--- src/rtl/ascon_pkg.sv ---
// Shared definitions for the ASCON block sequencer: memory geometry,
// job limits, FSM state encoding and the job-length acceptance check.
package ascon_pkg;

  localparam int unsigned MEM_WORDS  = 32;
  localparam int unsigned MAX_BLOCKS = 16;
  localparam int unsigned AW         = $clog2(MEM_WORDS);

  typedef enum logic [3:0] {
    IDLE,
    START,
    WAIT_REQ,
    FETCH_LO,
    FETCH_HI,
    PRESENT,
    WB_LO,
    WB_HI,
    WAIT_TAG,
    DONE
  } seq_state_e;

  // A job fits when AD + PT blocks (6-bit sum, no wrap) is at most MAX_BLOCKS.
  function automatic logic len_ok(input logic [4:0] ad, input logic [4:0] pt);
    return ({1'b0, ad} + {1'b0, pt}) <= 6'(MAX_BLOCKS);
  endfunction

endpackage

--- src/rtl/ascon_block_seq_if.sv ---
// Host SRAM access bus.
//   req   : host access request (held until gnt)
//   we    : write when set, read otherwise
//   addr  : word address
//   wdata : write data
//   gnt   : access performed this cycle
// master = host side, slave = arbiter side.
interface ascon_block_seq_if;

  logic                     req;
  logic                     we;
  logic [ascon_pkg::AW-1:0] addr;
  logic [31:0]              wdata;
  logic                     gnt;

  modport master (output req, output we, output addr, output wdata, input gnt);
  modport slave  (input req, input we, input addr, input wdata, output gnt);

endinterface

--- src/rtl/ascon_mem_arb.sv ---
// Single-port SRAM arbiter. The sequencer has absolute priority while it
// owns the port; otherwise a host request passes straight through and is
// granted in the same cycle.
//   port_en   : port usable (low blocks every access, e.g. during reset)
//   seq_own   : sequencer owns the port this cycle
//   seq_we/seq_addr/seq_wdata : sequencer access
//   host      : host bus (slave side)
//   mem_*     : SRAM control outputs
module ascon_mem_arb
  import ascon_pkg::*;
(
  input  logic          port_en,
  input  logic          seq_own,
  input  logic          seq_we,
  input  logic [AW-1:0] seq_addr,
  input  logic [31:0]   seq_wdata,
  ascon_block_seq_if.slave host,
  output logic          mem_en,
  output logic          mem_we,
  output logic [AW-1:0] mem_addr,
  output logic [31:0]   mem_wdata
);

  always_comb begin
    mem_en    = 1'b0;
    mem_we    = 1'b0;
    mem_addr  = '0;
    mem_wdata = '0;
    host.gnt  = 1'b0;
    if (port_en) begin
      if (seq_own) begin
        mem_en    = 1'b1;
        mem_we    = seq_we;
        mem_addr  = seq_addr;
        mem_wdata = seq_wdata;
      end else if (host.req) begin
        mem_en    = 1'b1;
        mem_we    = host.we;
        mem_addr  = host.addr;
        mem_wdata = host.wdata;
        host.gnt  = 1'b1;
      end
    end
  end

endmodule

--- src/rtl/ascon_block_seq.sv ---
// ASCON block sequencer: streams AD then PT blocks from a 32x32 SRAM to
// the cipher core as 64-bit {hi, lo} blocks, writes returned ciphertext
// back in place over the PT words, and waits for the tag.
//   wb_clk_i, wb_rst_ni : clock, async active-low reset
//   go, ad_blocks, pt_blocks : job start and lengths
//   host_*      : host SRAM access, shared with the sequencer
//   mem_*       : SRAM port (read data one cycle after a read)
//   core_start, block_request, blk_data, blk_valid : core input side
//   CTblock, CTv, Tv : core output side (ciphertext block, tag valid)
//   busy, done, err_len, err_ovr : status
module ascon_block_seq
  import ascon_pkg::*;
(
  input  logic        wb_clk_i,
  input  logic        wb_rst_ni,
  input  logic        go,
  input  logic [4:0]  ad_blocks,
  input  logic [4:0]  pt_blocks,
  input  logic        host_req,
  input  logic        host_we,
  input  logic [4:0]  host_addr,
  input  logic [31:0] host_wdata,
  output logic        host_gnt,
  output logic        mem_en,
  output logic        mem_we,
  output logic [4:0]  mem_addr,
  output logic [31:0] mem_wdata,
  input  logic [31:0] mem_rdata,
  output logic        core_start,
  input  logic        block_request,
  output logic [63:0] blk_data,
  output logic        blk_valid,
  input  logic [63:0] CTblock,
  input  logic        CTv,
  input  logic        Tv,
  output logic        busy,
  output logic        done,
  output logic        err_len,
  output logic        err_ovr
);

  seq_state_e state_q, state_d, ret_q;

  logic [4:0]  ad_q, pt_q, k_q, total;
  logic [31:0] lo_q;
  logic [63:0] blk_data_q;
  logic        blk_valid_q;
  logic [63:0] ct_data_q;
  logic [4:0]  ct_blk_q, ct_cnt_q;
  logic        ct_pending_q, tag_seen_q;
  logic        err_len_q, err_ovr_q;

  logic        go_acc, go_rej;
  logic        seq_own, seq_we;
  logic [AW-1:0] seq_addr;
  logic [31:0] seq_wdata;

  assign total  = ad_q + pt_q;
  assign go_acc = (state_q == IDLE) && go && len_ok(ad_blocks, pt_blocks);
  assign go_rej = (state_q == IDLE) && go && !len_ok(ad_blocks, pt_blocks);

  always_comb begin
    state_d   = state_q;
    seq_own   = 1'b0;
    seq_we    = 1'b0;
    seq_addr  = '0;
    seq_wdata = '0;
    case (state_q)
      IDLE:     if (go_acc) state_d = START;
      START:    state_d = (total == 5'd0) ? WAIT_TAG : WAIT_REQ;
      WAIT_REQ: begin
        if (ct_pending_q)       state_d = WB_LO;
        else if (block_request) state_d = FETCH_LO;
      end
      FETCH_LO: begin
        seq_own  = 1'b1;
        seq_addr = AW'({k_q, 1'b0});
        state_d  = FETCH_HI;
      end
      FETCH_HI: begin
        seq_own  = 1'b1;
        seq_addr = AW'({k_q, 1'b1});
        state_d  = PRESENT;
      end
      // First PRESENT cycle captures hi; the handshake is only honoured
      // once blk_valid is up.
      PRESENT: begin
        if (blk_valid_q && block_request)
          state_d = ((k_q + 5'd1) == total) ? WAIT_TAG : WAIT_REQ;
      end
      WB_LO: begin
        seq_own   = 1'b1;
        seq_we    = 1'b1;
        seq_addr  = AW'({ct_blk_q, 1'b0});
        seq_wdata = ct_data_q[31:0];
        state_d   = WB_HI;
      end
      WB_HI: begin
        seq_own   = 1'b1;
        seq_we    = 1'b1;
        seq_addr  = AW'({ct_blk_q, 1'b1});
        seq_wdata = ct_data_q[63:32];
        state_d   = ret_q;
      end
      WAIT_TAG: begin
        if (ct_pending_q)          state_d = WB_LO;
        else if (tag_seen_q || Tv) state_d = DONE;
      end
      DONE:     state_d = IDLE;
      default:  state_d = IDLE;
    endcase
  end

  always_ff @(posedge wb_clk_i or negedge wb_rst_ni) begin
    if (!wb_rst_ni) begin
      state_q      <= IDLE;
      ret_q        <= IDLE;
      ad_q         <= '0;
      pt_q         <= '0;
      k_q          <= '0;
      lo_q         <= '0;
      blk_data_q   <= '0;
      blk_valid_q  <= 1'b0;
      ct_data_q    <= '0;
      ct_blk_q     <= '0;
      ct_cnt_q     <= '0;
      ct_pending_q <= 1'b0;
      tag_seen_q   <= 1'b0;
      err_len_q    <= 1'b0;
      err_ovr_q    <= 1'b0;
    end else begin
      state_q   <= state_d;
      err_len_q <= go_rej;
      if ((state_q != WB_LO) && (state_d == WB_LO)) ret_q <= state_q;

      if (go_acc) begin
        ad_q         <= ad_blocks;
        pt_q         <= pt_blocks;
        k_q          <= '0;
        ct_cnt_q     <= '0;
        ct_pending_q <= 1'b0;
        tag_seen_q   <= 1'b0;
        err_ovr_q    <= 1'b0;
      end

      case (state_q)
        FETCH_HI: lo_q <= mem_rdata;
        PRESENT: begin
          if (!blk_valid_q) begin
            blk_data_q  <= {mem_rdata, lo_q};
            blk_valid_q <= 1'b1;
          end else if (block_request) begin
            blk_data_q  <= '0;
            blk_valid_q <= 1'b0;
            k_q         <= k_q + 5'd1;
          end
        end
        WB_HI:   ct_pending_q <= 1'b0;
        default: ;
      endcase

      // Every CT pulse advances the PT ordinal, even a dropped one, so later
      // blocks still land over their own source words.
      if (state_q != IDLE) begin
        if (Tv) tag_seen_q <= 1'b1;
        if (CTv) begin
          ct_cnt_q <= ct_cnt_q + 5'd1;
          if (ct_pending_q) begin
            err_ovr_q <= 1'b1;
          end else begin
            ct_data_q    <= CTblock;
            ct_blk_q     <= ad_q + ct_cnt_q;
            ct_pending_q <= 1'b1;
          end
        end
      end
    end
  end

  ascon_block_seq_if host_bus ();

  assign host_bus.req   = host_req;
  assign host_bus.we    = host_we;
  assign host_bus.addr  = host_addr;
  assign host_bus.wdata = host_wdata;
  assign host_gnt       = host_bus.gnt;

  ascon_mem_arb u_arb (
    .port_en   (wb_rst_ni),
    .seq_own   (seq_own),
    .seq_we    (seq_we),
    .seq_addr  (seq_addr),
    .seq_wdata (seq_wdata),
    .host      (host_bus.slave),
    .mem_en    (mem_en),
    .mem_we    (mem_we),
    .mem_addr  (mem_addr),
    .mem_wdata (mem_wdata)
  );

  assign core_start = (state_q == START);
  assign busy       = (state_q != IDLE);
  assign done       = (state_q == DONE);
  assign blk_data   = blk_data_q;
  assign blk_valid  = blk_valid_q;
  assign err_len    = err_len_q;
  assign err_ovr    = err_ovr_q;

endmodule

--- config.mk ---
export PLATFORM = sky130hd
export DESIGN_NAME = ascon_block_seq
export DESIGN_NICKNAME = d
export VERILOG_FILES = /design/src/rtl/ascon_pkg.sv /design/src/rtl/ascon_block_seq_if.sv /design/src/rtl/ascon_mem_arb.sv /design/src/rtl/ascon_block_seq.sv
export SDC_FILE = /design/constraint.sdc
export NUM_CORES = 1
export LEC_CHECK = 0
export ABC_AREA = 1
export BUFFER_PORTS_ARGS = -buffer_cell sky130_fd_sc_hd__buf_2
export CORE_UTILIZATION = 50
export CTS_CLUSTER_SIZE = 25
export DETAILED_ROUTE_END_ITERATION = 10
export GPL_TIMING_DRIVEN = 0
export PLACE_DENSITY = 0.75
export SYNTH_ARGS = -nofsm -noshare
export SYNTH_HDL_FRONTEND = slang
export SYNTH_HIERARCHICAL = 1
export SYNTH_SLANG_ARGS = --single-unit
--- constraint.sdc ---
create_clock -name wb_clk_i -period 2.6 [get_ports wb_clk_i]
set_input_delay 0.52 -clock wb_clk_i [delete_from_list [all_inputs] [get_ports wb_clk_i]]
set_output_delay 0.52 -clock wb_clk_i [all_outputs]
set_load 0.005 [all_outputs]
* Word-level counts from Yosys, hierarchy flattened *
Cells that the tools add are included.

storage, ports and cells
  register bits = 197
  bits in latches = 0
  memory bits (writable) = 0
  ROM bits = 0
  bits of input ports = 151
  output and inout port bits = 110
  logic and storage cells = 99
  memories = 0

cells by class
  $add $sub $neg = 5
  multiply operators = 0
  divide/modulo/power cells = 0
  order comparisons = 1
  equal/unequal tests = 13
  shift-type cells = 0
  mux-type cells = 50
  bitwise operators = 1
  reductions and logical operators = 14

operators by type and width
  cell                 count
  $mux 64              2
  $mux 32              3
  $pmux 32 s2          1
  $mux 5               10
  $pmux 4 s9           1
  $mux 4               8
  $mux 1               24
  $eq 4x3->1 const B   5
  $pmux 5 s4           1
  $add 5x1->5 const B  2
  $eq 4x2->1 const B   2
  $eq 4x4->1 const B   2
  $add 5x5->6          1
  $le 6x5->1 const B   1
  $add 5x5->5          1
  $eq 5x5->1           1
  $logic_and 1x1->1    5
  $logic_not 5->1      1
  $add 4x4->4          1
  $eq 4x1->1 const B   1
  $logic_not 4->1      1
  $ne 4x3->1 const B   1
  $reduce_bool 4->1    1
  $reduce_or 4->1      1
  other kinds (7)      7

* Longest topological paths before layout *
  word-level depth = 8
  mapped depth = 15
  gate-level depth less buffers = 15

* Hierarchy *
The synthesis kept the hierarchy.

by module, submodules not included
  module           times used  cells each  area each (sq um)  seq. area each (sq um)
  ascon_block_seq  1           1018        8842.2             4904.7
  ascon_mem_arb    1           137         650.6              0.0

* Worst setup path after synthesis *
No wires, ideal clock.

  kind = input -> register
  from = input port ad_blocks[0]
  to = register ct_cnt_q[0]
  setup time = 0.128 ns
  arrival = 2.046 ns
  required time = 2.472 ns
  setup slack = 0.426 ns
  stages = 12
  path buffers = 1
  cell sequence = ha_1 fa_1 xor2_1 nor3_1 nand2_1 nand2_1 nand3_1 buf_2 nand2_1 inv_1 nand2_1 o21ai_0

on the way
  word-level cells in the longest chain between the ends = 6

RTL lines
  element                RTL line                source
  from (decl)            ascon_block_seq.sv:17   input logic [4:0] ad_blocks,
  $add 5x5->6 (*)        ascon_pkg.sv:24         return ({1'b0, ad} + {1'b0, pt}) <= 6'(MAX_BLOCKS);
  $le 6x5->1 (*)         ascon_pkg.sv:24
  $logic_and 1x1->1 (*)  ascon_block_seq.sv:59   assign go_acc = (state_q == IDLE) && go && len_ok(ad_blocks, pt_blocks);
  $mux 5 (*)             ascon_block_seq.sv:136  if (go_acc) begin
  $mux 5                 ascon_block_seq.sv:166  if (CTv) begin
  $mux 5 (*)             ascon_block_seq.sv:164  if (state_q != IDLE) begin
  to (signal assigned)   ascon_block_seq.sv:167  ct_cnt_q <= ct_cnt_q + 5'd1;
  to (decl)              ascon_block_seq.sv:49   logic [4:0] ct_blk_q, ct_cnt_q;

Every way passes the cells marked *; elsewhere a longest branch is shown, timed or not.
A chain may end at the register's enable or synchronous reset.

* Worst setup path after layout *
  from = register state_q[3]
  to = output port mem_wdata[1]

on the way
  word-level cells in the longest chain between the ends = 5
  elaborated cells between the ends (all ways) = 9
  classes of those cells = eq/ne (4); mux (4); reduce/logical (1)

RTL lines
  element                                   RTL line                source
  from (decl)                               ascon_block_seq.sv:42   seq_state_e state_q, state_d, ret_q;
  from (signal assigned)                    ascon_block_seq.sv:132  state_q <= state_d;
  $eq 4x3->1 or $eq 4x2->1 (tied branches)  ascon_block_seq.sv:68   case (state_q)
  $reduce_or 4->1 (no source line) (*)      n/a
  $mux 1 (*)                                ascon_block_seq.sv:68
  net seq_own                               ascon_block_seq.sv:54   logic seq_own, seq_we;
  $mux 32 (*)                               ascon_mem_arb.sv:31     if (seq_own) begin
  $mux 32 (*)                               ascon_mem_arb.sv:30     if (port_en) begin
  to (decl)                                 ascon_block_seq.sv:27   output logic [31:0] mem_wdata,

The timed path passes the listed nets; every way through them passes the cells marked *.

==> impl_results.md <==
- Status: finished, violations left
- Failing checks: negative hold slack, negative setup slack
- Register area share after synthesis: approximately half
- Fill count: 1555
- Placed Area: roughly 11000 um^2
- Post-CTS Hold Buffers: 0
- # setup viols final: 10
- Total GRT Usage: between 20% and 30%
- Cell area after synthesis: 9490 um^2
- Cell Chain, Critical Path: nor2_8 > inv_6 > nor2_4 > inv_2 > nand2_4 > inv_4 > nand2_4 > nand2_4 > inv_4 > buf_8 > buf_6 > buf_6 > nand2_4 > nand2_2 > buf_2
- CP peak stage delay: ~0.46 ns
- Port-buffer cells: between 200 and 300
- Clock Latency Late Sink: 0.44 ns
- CTS Root Cell: clkbuf_16
- Via density: approximately 5.4
- Worst EP required: approximately 2.1 ns
- Post-layout total power: about 15 mW
- Commonest non-fill, non-tap cells in the layout: nand2_1 (372), buf_2 (272), dfrtp_1 (192)
- Final GP Congestion: about 0.9
- Area delta synth->final: 30.2%
- Vias in the first global route: 8977
- WL/cell: around 17 um
- Average cell area after synthesis: approximately 8.2 um^2
- LEAKAGE: 6.72 nW
- Hold Fails Final Rpt: 10
- Drt drc: 0
- Top delay family on crit path: buffers and inverters
- Share of cells above drive strength 1: a little under 30%
- Critical path peak fanout: 6
- Remaining antenna violation count: 0
- Largest net degree at the start of global routing: 114
- GRT overflow: 0
- Crit Path Class: register to primary output
- CP Buf/Inv Count: 8
- Final WL: roughly 28000 um
- PD cells: around 1200 nW/um^2
- Synth warnings: 6
- Via count: a little over 9000
- H-tree levels: 4
- DP HPWL: around 20000 um
- RSZ-0062 raised after global routing: yes
- Max Slew Vio Count: 0
- Clock buffer depth: 2
- Post-place setup slack: -0.310 ns
- Critical path startpoint: state_q[3]
- Post-synthesis register bit count: roughly 200
- Die Y-Extent: approximately 140 um
- Max Cap Viol: 0
- Final min period: 2.67 ns
- Period Utilization, post-route: 103%
- Top-Level Pins: around 260
- Commonest non-fill, non-tap cell in the layout: nand2_1
- Post-Syn Nets: around 1300
- Initial core utilization: 50.9%
- Cell row count: 50
- CTS clk-pin slew, worst paths: ~0.08 ns
- Crit path top cell by count: nand2_4
- Worst Clk Skew: between 0.01 and 0.015 ns
- Final hold slack: -0.0171 ns
- TritonRoute pass-1 iters: 5
- Peak supply drop: roughly 0.64 mV
- Fmax achieved: ~0.37 GHz
- R2R Path Start: ad_q[0]
- Initial antenna violation count: 1
- Synth cell types: 34
- Cells after Synth: 1155
- Core footprint: ~19000 um^2
- Iter 0 DRT Violations: around 550
- TritonCTS buffer count: 17
- Critical path arrival: 2.15 ns
- Critical-path top delay cell: dfrtp_2
- CP endpoint kind: primary output
- Die W: 140 um
- Worst-Margin Slew: 0.592 ns
- Clk sinks: ~200
- Worst hold path class: primary input to asynchronous set/reset pin
- Global-route wire length before repair: ~45000 um
- Total die area: between 15000 and 20000 um^2
- Final nets: ~1600
- Max_slew headroom: about three fifths
- Worst setup margin: -0.0732 ns
- Setup crit start kind: register
- Fin area: between 10000 and 15000 um^2
- CTS tree: done
[sequential cells by signal (all words and copies together) (netlist names)]
signal / count
ad_q: 5
blk_data: 64
blk_valid: 1
ct_blk_q: 4
ct_cnt_q: 4
ct_data_q: 64
ct_pending_q: 1
err_len: 1
err_ovr: 1
k_q: 5
lo_q: 32
pt_q: 5
ret_q: 4
state_q: 4
tag_seen_q: 1
[cell type report]
| type | instances | area (um^2) | area share (%) |
|---|---|---|---|
| Antenna cell | 1 | 2.50 | 0.0203 |
| Inverter | 151 | 582 | 4.71 |
| Buffer | 62 | 378 | 3.06 |
| Sequential cell | 196 | 4910 | 39.7 |
| Clock buffer | 17 | 425 | 3.44 |
| Tap cell | 234 | 293 | 2.37 |
| Multi-Input combinational cell | 745 | 3890 | 31.5 |
| Clock inverter | 15 | 221 | 1.79 |
| Timing Repair Buffer | 291 | 1650 | 13.4 |
[cells in the mapped netlist (all sizes together)]
master / n / area (um^2)
nand2: 413 / 1560
dfrtp: 196 / 4900
inv: 148 / 556
o21ai: 86 / 430
nand3: 57 / 290
nand4: 42 / 263
o22ai: 38 / 238
buf: 35 / 203
a32o: 32 / 320
clkbuf: 28 / 105
nor2: 24 / 148
a21oi: 14 / 73.8
ha: 14 / 175
nor3: 6 / 30.0
o21bai: 5 / 37.5
xor2: 4 / 35.0
clkinv: 3 / 11.3
fa: 3 / 60.1
xnor2: 3 / 26.3
a21boi: 1 / 7.51
a31oi: 1 / 6.26
nand3b: 1 / 7.51
o31ai: 1 / 7.51
[power breakdown]
part           switching (mW)  internal [mW]  leakage (nW)
logic                    3.99           2.69          3.93
clock network            1.39           1.43         0.309
registers               0.795           4.47          2.48
[worst paths after layout]
check	to	slack, ns	cells past startpoint
max	mem_wdata[1]	-0.07	15
min	pt_q[4]	-0.02	1
max reg2reg	ret_q[2]	0.25	13
min reg2reg	ct_data_q[57]	0.48	2
max in group asynchronous	ct_data_q[6]	1.68	2
min in group wb_clk_i	ct_data_q[12]	0.27	3
[cell families (layout without fill, tap and decap cells)]
family,count (synthesis),in the layout,share of synthesized area [%]
and+or+nand+nor,543,543,24.2
other,0,1,0
adders and majority gates,17,17,2.48
xor gates and xnor gates,7,7,0.646
AOI/OAI and AO/OA,178,178,11.8
buffers and inverters,214,536,9.21
DFF,196,196,51.7
[repair_timing]
action / 4_1_cts / 5_1_grt
gates cloned: 1 / 1
endpoints found under the setup margin: 40 / 39
buffers inserted: 19 / 11
pin swaps: 17 / 14
gates resized for setup: 64 / 57
[stage by stage]
stage	instances	util [%]	TNS, ns
2_1_floorplan	1155	-	0
3_3_place_gp	1648	59.4	-573.10
3_5_place_dp	1649	59.6	-6.70
4_1_cts	1700	64.9	-1.01
5_1_grt	1711	66.3	-2.64
6_report	1712	66.3	-0.223
[metal layers]
| layer | wire (um) | GRT usage [%] | vias up | share of wire, % |
|---|---|---|---|---|
| met4 | 512 | 9.66 | 2 | 1.8 |
| li1 | - | - | 4368 | - |
| met2 | 13900 | 49.7 | 388 | 49 |
| met5 | 10 | 0 | - | 0.035 |
| met3 | 2210 | 6.43 | 44 | 7.8 |
| met1 | 11800 | 37.7 | 4380 | 41 |
Note: power is estimated with default switching activity, not from simulation.
